`src/rtl/sdcard_dma_sched.sv`:
```
// Arbitrates the shared SD-card DMA byte stream between the IDE sector buffer and the CDDA ring buffer.
// Optional macro SDDMA_CDDA_PRIO_EN: CDDA wins every IDLE tie instead of round-robin.
//
// state | meaning
// IDLE  | no owner, waiting for a block request
// GRANT | owner chosen, cpu_irq high, waiting for the AVR to start the read
// XFER  | bytes streaming to the owner, counted and watched by the timeout timer
// DONE  | block complete, owner done pulse high for this cycle
module sdcard_dma_sched #(
  parameter int BLOCK_BYTES    = 512,
  parameter int TIMEOUT_CYCLES = 1048576
) (
  input  logic       clk,
  input  logic       rst,
  input  logic       ide_req,
  input  logic       cdda_req,
  output logic       ide_grant,
  output logic       cdda_grant,
  output logic       ide_done,
  output logic       cdda_done,
  input  logic [7:0] dma_data,
  input  logic [8:0] dma_addr,
  input  logic       dma_strobe,
  output logic [7:0] out_dma_data,
  output logic [8:0] out_dma_addr,
  output logic       ide_dma_strobe,
  output logic       cdda_dma_strobe,
  input  logic       cpu_start,
  input  logic       cpu_abort,
  input  logic       cpu_clr_err,
  output logic       cpu_irq,
  output logic [1:0] owner,
  output logic [2:0] err
);

  localparam int TW = (TIMEOUT_CYCLES > 1) ? $clog2(TIMEOUT_CYCLES) : 1;
  localparam bit TMR_EN = (TIMEOUT_CYCLES > 0);
  localparam logic [TW-1:0] TMR_LOAD = TW'((TIMEOUT_CYCLES > 0) ? TIMEOUT_CYCLES - 1 : 0);
  localparam logic [9:0] LAST_IDX = 10'(BLOCK_BYTES - 1);

  typedef enum logic [1:0] {S_IDLE, S_GRANT, S_XFER, S_DONE} state_t;

  state_t        state_q, state_d;
  logic [1:0]    owner_q, owner_d;
  logic          last_cdda_q, last_cdda_d;
  logic [9:0]    count_q, count_d;
  logic [TW-1:0] tmr_q, tmr_d;
  logic [2:0]    err_q, err_d;
  logic          irq_q, irq_d;
  logic          ide_done_q, ide_done_d;
  logic          cdda_done_q, cdda_done_d;
  logic          ide_stb_q, ide_stb_d;
  logic          cdda_stb_q, cdda_stb_d;
  logic [7:0]    data_q, data_d;
  logic [8:0]    addr_q, addr_d;

  logic pick_cdda;
  logic owner_req;
  logic stb_route;
  logic stb_stray;
  logic seq_set;
  logic tmo_set;

  always_comb begin
    state_d     = state_q;
    owner_d     = owner_q;
    last_cdda_d = last_cdda_q;
    count_d     = count_q;
    tmr_d       = tmr_q;
    data_d      = data_q;
    addr_d      = addr_q;
    ide_done_d  = 1'b0;
    cdda_done_d = 1'b0;
    tmo_set     = 1'b0;

`ifdef SDDMA_CDDA_PRIO_EN
    pick_cdda = cdda_req;
`else
    pick_cdda = cdda_req && (!ide_req || !last_cdda_q);
`endif

    owner_req = owner_q[0] ? ide_req : cdda_req;
    // An abort on the same cycle as a strobe cancels that byte too.
    stb_route = dma_strobe && (state_q == S_XFER) && !cpu_abort;
    stb_stray = dma_strobe && (state_q != S_XFER);
    seq_set   = stb_route && (dma_addr != count_q[8:0]);

    if (dma_strobe) begin
      data_d = dma_data;
      addr_d = dma_addr;
    end

    case (state_q)
      S_IDLE: begin
        if (ide_req || cdda_req) begin
          state_d     = S_GRANT;
          owner_d     = pick_cdda ? 2'b10 : 2'b01;
          last_cdda_d = pick_cdda;
        end
      end
      S_GRANT: begin
        if (cpu_abort) begin
          state_d = S_IDLE;
          owner_d = 2'b00;
        end else if (cpu_start) begin
          state_d = S_XFER;
          count_d = 10'd0;
          tmr_d   = TMR_LOAD;
        end else if (!owner_req) begin
          state_d = S_IDLE;
          owner_d = 2'b00;
        end
      end
      S_XFER: begin
        if (cpu_abort) begin
          state_d = S_IDLE;
          owner_d = 2'b00;
        end else if (stb_route) begin
          count_d = count_q + 10'd1;
          tmr_d   = TMR_LOAD;
          if (count_q == LAST_IDX) begin
            state_d     = S_DONE;
            ide_done_d  = owner_q[0];
            cdda_done_d = owner_q[1];
          end
        end else if (TMR_EN && (tmr_q == '0)) begin
          tmo_set = 1'b1;
          state_d = S_IDLE;
          owner_d = 2'b00;
        end else begin
          tmr_d = tmr_q - TW'(1);
        end
      end
      S_DONE: begin
        state_d = S_IDLE;
        owner_d = 2'b00;
      end
      default: begin
        state_d = S_IDLE;
        owner_d = 2'b00;
      end
    endcase

    irq_d      = (state_d == S_GRANT);
    ide_stb_d  = stb_route && owner_q[0];
    cdda_stb_d = stb_route && owner_q[1];

    // Setting wins over a same-cycle clear.
    err_d = cpu_clr_err ? 3'b000 : err_q;
    err_d = err_d | {tmo_set, seq_set, stb_stray};
  end

  always_ff @(posedge clk or posedge rst) begin
    if (rst) begin
      state_q     <= S_IDLE;
      owner_q     <= 2'b00;
      last_cdda_q <= 1'b1;
      count_q     <= 10'd0;
      tmr_q       <= '0;
      err_q       <= 3'b000;
      irq_q       <= 1'b0;
      ide_done_q  <= 1'b0;
      cdda_done_q <= 1'b0;
      ide_stb_q   <= 1'b0;
      cdda_stb_q  <= 1'b0;
      data_q      <= 8'd0;
      addr_q      <= 9'd0;
    end else begin
      state_q     <= state_d;
      owner_q     <= owner_d;
      last_cdda_q <= last_cdda_d;
      count_q     <= count_d;
      tmr_q       <= tmr_d;
      err_q       <= err_d;
      irq_q       <= irq_d;
      ide_done_q  <= ide_done_d;
      cdda_done_q <= cdda_done_d;
      ide_stb_q   <= ide_stb_d;
      cdda_stb_q  <= cdda_stb_d;
      data_q      <= data_d;
      addr_q      <= addr_d;
    end
  end

  assign ide_grant       = owner_q[0];
  assign cdda_grant      = owner_q[1];
  assign owner           = owner_q;
  assign cpu_irq         = irq_q;
  assign ide_done        = ide_done_q;
  assign cdda_done       = cdda_done_q;
  assign ide_dma_strobe  = ide_stb_q;
  assign cdda_dma_strobe = cdda_stb_q;
  assign out_dma_data    = data_q;
  assign out_dma_addr    = addr_q;
  assign err             = err_q;

endmodule

```
`config.mk`:
```
export PLATFORM = sky130hd
export DESIGN_NAME = sdcard_dma_sched
export DESIGN_NICKNAME = d
export VERILOG_FILES = /design/src/rtl/sdcard_dma_sched.sv
export SDC_FILE = /design/constraint.sdc
export NUM_CORES = 1
export LEC_CHECK = 0
export ABC_AREA = 0
export BUFFER_PORTS_ARGS = -buffer_cell sky130_fd_sc_hd__buf_2
export CAP_MARGIN = 0
export CORE_MARGIN = 2
export CORE_UTILIZATION = 44
export DETAILED_ROUTE_END_ITERATION = 8
export GPL_TIMING_DRIVEN = 0
export PLACE_DENSITY = 0.67
export SETUP_SLACK_MARGIN = 0.4
export SYNTH_ARGS = -nofsm -noshare
export SYNTH_HDL_FRONTEND = slang
export SYNTH_SLANG_ARGS = --single-unit
```
`constraint.sdc`:
```
create_clock -name clk -period 4.27 [get_ports clk]
set_input_delay 0.6405 -clock clk [delete_from_list [all_inputs] [get_ports clk]]
set_output_delay 0.6405 -clock clk [all_outputs]
set_load 0.1 [all_outputs]
```
; Word level (Yosys, flattened, before mapping)
; Index checks and enable logic that the tools add are counted.
[totals]
regBits = 60
in_bits = 25
out_inout_bits = 29
elab_cells = 95
[op_classes]
addsub = 2
eq_ne = 17
mux = 43
bitwise_logic = 1
reduce_logical = 19
[op_table]
columns = operator, n
row1 = $mux W20, 5
row2 = $mux W10, 4
row3 = $pmux W20 S2, 1
row4 = $mux W2, 16
row5 = $logic_not A20 Y1, 1
row6 = $pmux W10 S2, 1
row7 = $sub A20 B1 Y20 const B, 1
row8 = $pmux W2 S4, 2
row9 = $reduce_and A5 Y1, 3
row10 = $mux W1, 13
row11 = $ne A2 B2 Y1 const B, 6
row12 = $ne A3 B3 Y1 const B, 4
row13 = $add A10 B1 Y10 const B, 1
row14 = $eq A10 B9 Y1 const B, 1
row15 = $ne A9 B9 Y1, 1
row16 = $logic_and A1 B1 Y1, 7
row17 = $eq A2 B1 Y1 const B, 2
row18 = $eq A2 B2 Y1 const B, 2
row19 = $logic_not A1 Y1, 3
row20 = $mux W3, 1
row21 = $ne A3 B2 Y1 const B, 1
row22 = $or A3 B3 Y3, 1
row23 = $logic_not A2 Y1, 1
row24 = $logic_or A1 B1 Y1, 2
row25 = 2 further kinds, 2

; Logic depth before layout (Yosys ltp)
; Gate-level depths: netlist of run 1.
[logic_depth]
word_depth = 7
depth_mapped = 9
ltp_nobuf = 7

; Worst setup path after synthesis of run 1
; OpenSTA, ideal clock, no wires.
[synth_timing]
kind = reg2reg
from = register tmr_q[0]
to = register tmr_q[10]
setup_ps = 127
arrival_time_ps = 2316
t_required_ps = 4143
path_slack_ps = 1828
path_stages_with_launch = 8
path_buffers = 0
synth_period_minus_slack_ps = 2442
path_cell_list = dfrtp_1 > inv_1 > ha_1 > or3b_2 > or4_4 > o31a_1 > a211oi_1 > nor3_2
[synth_via]
elab_chain_len = 5
elab_cells_between_ends = 8
cone_classes = 1 x add/sub / 1 x eq/ne / 4 x mux / 2 x reduce/logical
[synth_lines]
columns = element, line_no
row1 = "start, declared", 47  ; logic [TW-1:0] tmr_q, tmr_d;
row2 = "start signal, assigned", 173  ; tmr_q <= tmr_d;
row3 = $sub A20 B1 Y20, 131  ; tmr_d = tmr_q - TW'(1);
row4 = $mux W20, 126  ; end else if (TMR_EN && (tmr_q == '0)) begin
row5 = $mux W20, 118  ; end else if (stb_route) begin
row6 = $mux W20, 115  ; if (cpu_abort) begin
row7 = $pmux W20 S2, 93  ; case (state_q)
; Several ways; a longest one is shown, not always the timed one. The select of a mux whose other input is x is not followed.
; A chain may end at the register's enable or synchronous reset.

; Worst setup path in the final report of run 1
[layout_timing]
from = register state_q[0]
to = register irq_q, in the netlist cpu_irq
[layout_via]
elab_chain_len = 7
elab_cells_between_ends = 16
cone_classes = 4 x eq/ne / 9 x mux / 3 x reduce/logical
[layout_lines]
columns = element, line_no
row1 = "start, declared", 43  ; state_t state_q, state_d;
row2 = "start signal, assigned", 169  ; state_q <= state_d;
row3 = $eq A2 B2 Y1, "84, 93"
row4 = $logic_and A1 B1 Y1 (2 in a row), 84  ; stb_route = dma_strobe && (state_q == S_XFER) && !cpu_abort;
row5 = $mux W2, 118
row6 = $mux W2, 115
row7 = $pmux W2 S4 (*), 93
row8 = $eq A2 B1 Y1 (*), 144  ; irq_d = (state_d == S_GRANT);
row9 = named net irq_d, 49  ; logic irq_q, irq_d;
row10 = "end signal, assigned", 175  ; irq_q <= irq_d;
row11 = "end, declared", 49
; Mark *: on every way through the listed nets, which the timed path passes. The rest lies on a longest branch.

==> out/results.tsv, run 1 <==
metric	value	unit
outcome	completed	
antenna_found_initial	0	
leakagePower	0.001548	uW
ant_nets	0	
cts_resized	0	
cp-end-kind	register	
root_buffer	clkbuf_8	
drive_above_1_share	27.39	%
synth_ff_type	dfrtp_1	
cap_violations	0	
grt_setup_unrepaired	no	
startpoint_type	register	
grt.overflow.total	0	
crit_family	simple AND/OR/NAND/NOR gates	
yosysTopAreaCell	dfrtp_1	
grt_pass1_wl	11.41	mm
relSlewSlack	36.44	%
instances_no_fill	472	
vias_per_cell	5.555	
io_buffers	51	
finalSetupTns	0	ps
antenna_cells	0	
grt_pass1_vias	2474	
finalCritPeriodShare	65.78	%
die-area	7806	um2
vias	2622	
mostFrequentLayoutCells	dfrtp_1, buf_2, nor2_1	
wl_per_cell	15.02	um
tightest_slew	946.2	ps
ctsLongestPathBuffers	2	
required	4510	ps
cts_buffers	9	
ys_seq_area_share	48.00	%
synth_edf_count	0	
grt_max_degree	43	
syn-mean-instance-area	10.13	um2
fmax	0.3560	GHz
worstPathMaxFanout	10	
crit_chain	inv_1 > ha_1 > clkbuf_1 > nor2b_1 > nand2_1 > nor4_1 > a211oi_1 > nor4b_1	
async_flop_share	100.0	%
fin_skew	7.598	ps
placed_cells	457	
min_period	2809	ps
peakVddDrop	0.1758	mV
start_util	45.82	%
final_nets	403	
synth_area_leaders	dfrtp_1, mux2_2, nand3_1	
routabilityCongestion	0.8543	
ys_types	57	
htree_levels	3	
hpwl	5.224	mm
drtPass1Iterations	4	
synth_warnings	0	
core_area	6832	um2
die_h	88.35	um
crit_buf_inv	2	
layout_commonest_cell	dfrtp_1	
clock_latency	340	ps
critPathMaxStageDelay	620	ps
drc_errors	0	
ys_seq_elements	60	
whs	282.3	ps
cpMaxStageDelayCell	nor4_1	
cts-hold-fix-buffers	0	
drt_wl_total	7.089	mm
synth_area	3131	um2
rows	30	
crit_arrival	3040	ps
syn_nets	340	
setup_viol	0	
cts_setup_buffers	0	
clk_pin_slew	70	ps
p_per_area	512.3	nW/um2
synth_top_area_share	47.16	%
first_iter_violations	106	
pin_count	54	
syn_inst	309	
cts_tree	done	
clock_sinks	60	
die_x	88.35	um
path_class	register to register	
drv_slew	0	
area_delta_synth_final	19.78	%
hold_viol_final	0	
min_path_type	input port to async pin	
grt_usage	18.96	%
-- where the power goes --
group / leakage (uW) / switching (uW) / internal, uW
logic: 0.000754 / 526 / 154
clock network: 0.000111 / 227 / 356
registers: 0.000683 / 36.9 / 622
-- synthesized netlist by cell type (3+ instances only) --
library cell  instances
xnor2_1               9
o31ai_1               4
nand3_1              17
xor2_1                4
nor2b_1               6
and2_1                5
and3_1                4
a311oi_1              3
a21oi_1               7
nor3_1               15
a31oi_1              12
clkbuf_1              7
mux2_2               19
o21ai_1               3
or3_1                 6
inv_1                11
dfrtp_1              59
o21ai_0              15
nor4_1                6
and4_1                5
or2_2                 3
ha_1                  6
nand2_1              17
nor2_1               22
or4_1                 4
-- sequential cells by signal (all words and copies together), names as in the netlist, 2 cells and up --
signal,count
owner,2
out_dma_addr,9
out_dma_data,8
tmr_q,20
state_q,2
err,3
count_q,10
-- kinds of logic after synthesis --
group	after synthesis	share of synthesized area (%)
mux	20	7.154
xor+xnor	13	3.637
flops	60	48.00
buf+inv	22	2.878
fa+ha+maj	6	2.398
simple gates	125	22.30
compound gates	63	13.63
-- final cells by class --
class,count,area [um2]
clock inverter,4,72.57
buffer,11,48.80
tap,96,120.1
fill,633,3082
sequential,60,1503
multi-input combinational,227,1538
clock buffer,11,151.4
inverter,11,41.29
timing repair buffer,52,275.3
-- path summary, 6_finish.rpt --
path	endpoint	cells past startpoint	slack, ps	startpoint
max	cpu_irq	8	1460	state_q[0]
min	out_dma_addr[3]	2	280	rst
max reg2reg	cpu_irq	8	1460	state_q[0]
max in group asynchronous	last_cdda_q	3	3370	rst
min in group clk	last_cdda_q	2	490	ide_req
min reg2reg	err[1]	1	490	err[1]
-- layer usage --
layer	share of wire [%]	GRT usage (%)	vias to the layer above
met5	0	0	-
met4	1.6	8.678	0
met3	5.0	4.198	9
met2	48	30.83	81
met1	45	24.21	1258
li1	-	-	1274
-- stage by stage --
| stage | utilization, % | cell area (um2) | power [uW] | worst slack [ps] |
|---|---|---|---|---|
| 6_report | 54.89 | 3750 | 1921 | 1461 |
| 3_3_place_gp | 51.32 | 3506 | 1340 | 1368 |
| 4_1_cts | 54.89 | 3750 | 1938 | 1456 |
| 5_1_grt | 54.89 | 3750 | 2011 | 1192 |
| 3_5_place_dp | 51.61 | 3526 | 1349 | 1478 |
| 2_1_floorplan | - | 3131 | 1214 | 1828 |
(Power assumes the default switching activity.)
==> inputs of run 2 (changes only) <==
==> constraint.sdc (replaced) <==
create_clock -name clk -period 2.9 [get_ports clk]
set_input_delay 0.435 -clock clk [delete_from_list [all_inputs] [get_ports clk]]
set_output_delay 0.435 -clock clk [all_outputs]
set_load 0.1 [all_outputs]
==> out/results.tsv, run 2 (synthesis gave the netlist of run 1 again) <==
metric	value	unit
die_x	88.35	um
final_nets	408	
clock_sinks	60	
die-area	7806	um2
drtPass1Iterations	5	
drive_above_1_share	31.50	%
min_period	2456	ps
grt_pass1_wl	11.65	mm
cts_tree	done	
cp-end-kind	register	
finalSetupTns	0	ps
cts_buffers	9	
cpMaxStageDelayCell	or4_4	
grt_max_degree	43	
grt_usage	19.35	%
finalCritPeriodShare	84.69	%
root_buffer	clkbuf_8	
vias_per_cell	5.635	
crit_arrival	2670	ps
r2r_cells	7	
drc_errors	0	
hpwl	5.224	mm
cts-hold-fix-buffers	0	
relSlewSlack	44.99	%
clock_latency	350	ps
ctsLongestPathBuffers	2	
r2r_setup_slack	440	ps
peakVddDrop	0.2677	mV
min_path_type	input port to async pin	
fmax	0.4072	GHz
n_fill_cell	616	
fin_skew	4.658	ps
area_delta_synth_final	23.94	%
p_total	2868	uW
grt.overflow.total	0	
io_buffers	51	
start_util	45.82	%
hold_viol_final	0	
worstPathMaxFanout	6	
grt_pass1_vias	2535	
die_h	88.35	um
r2r-end	tmr_q[11]	
core_area	6832	um2
routabilityCongestion	0.8543	
rows	30	
drv_slew	0	
wl_per_cell	15.40	um
largest_register	tmr_q	
antenna_found_initial	0	
required	3110	ps
crit_family	simple AND/OR/NAND/NOR gates	
crit_buf_inv	1	
vias	2688	
tightest_slew	818.9	ps
htree_levels	3	
setup_viol	0	
startpoint_type	register	
crit_chain	inv_2 > ha_4 > or3b_4 > or4_4 > o31a_1 > a31oi_1 > o21ai_2	
clk_pin_slew	70	ps
critPathMaxStageDelay	570	ps
outcome	completed	
ant_nets	0	
pin_count	54	
timing.rr.start	tmr_q[1]	
p_per_area	739.2	nW/um2
drt_wl_total	7.347	mm
cap_violations	0	
layout_commonest_cell	dfrtp_1	
first_iter_violations	106	
grt_setup_unrepaired	yes	
antenna_cells	0	
mostFrequentLayoutCells	dfrtp_1, buf_2, nor2_1	
leakagePower	0.001591	uW
path_class	register to register	
largest_reg_flops	20	
## run 2: what timing repair did
| item | in CTS | in global routing |
|---|---|---|
| setup endpoints to repair | 19 | 25 |
| buffers inserted | 0 | 5 |
| pin swaps | 1 | 6 |
| gates resized for setup | 7 | 12 |
## run 2: how the worst max path moves through the flow
stage                            to  depth (start not counted)  slack (ps)       start
after floorplan           tmr_q[10]                          7         460    tmr_q[0]
after global placement      cpu_irq                          8         130  state_q[0]
after detailed placement    cpu_irq                          8         110  state_q[0]
after CTS                 tmr_q[11]                          7         400    tmr_q[0]
after global routing      tmr_q[11]                          7         380    tmr_q[1]
final                     tmr_q[11]                          7         440    tmr_q[1]
## run 2: area by class of cell
type | instances | area [um2] | area share [%]
Multi-Input combinational cell | 227 | 1629 | 41.99
Sequential cell | 60 | 1503 | 38.73
Buffer | 11 | 50.05 | 1.290
Tap cell | 96 | 120.1 | 3.096
Inverter | 11 | 41.29 | 1.064
Timing Repair Buffer | 57 | 312.8 | 8.062
Clock inverter | 4 | 72.57 | 1.870
Clock buffer | 11 | 151.4 | 3.902
## run 2: through the flow
stage	std cells	hold slack (ps)	util, %	cell area, um2	setup WS, ps
floorplan	309	471.1	-	3131	457.6
global placement	456	472.4	51.32	3506	131.6
detailed placement	457	454.8	51.61	3526	108.0
CTS	472	79.08	55.49	3791	401.0
global route	477	98.38	56.79	3880	381.2
finish	477	74.47	56.79	3880	444.0
## run 2: layer usage
metal  routed length, um  global-route usage, %  up-vias
met1                3273                  24.21     1308
met2                3548                  31.51       78
met5                   0                      0        -
met4                 188                  9.504        0
met3                 337                  4.571       16
li1                    -                      -     1286
## run 2: power by group
part           switching, uW  internal [uW]  leakage (uW)
sequential              54.1            916      0.000683
combinational            794            245      0.000797
clock                    336            524      0.000111
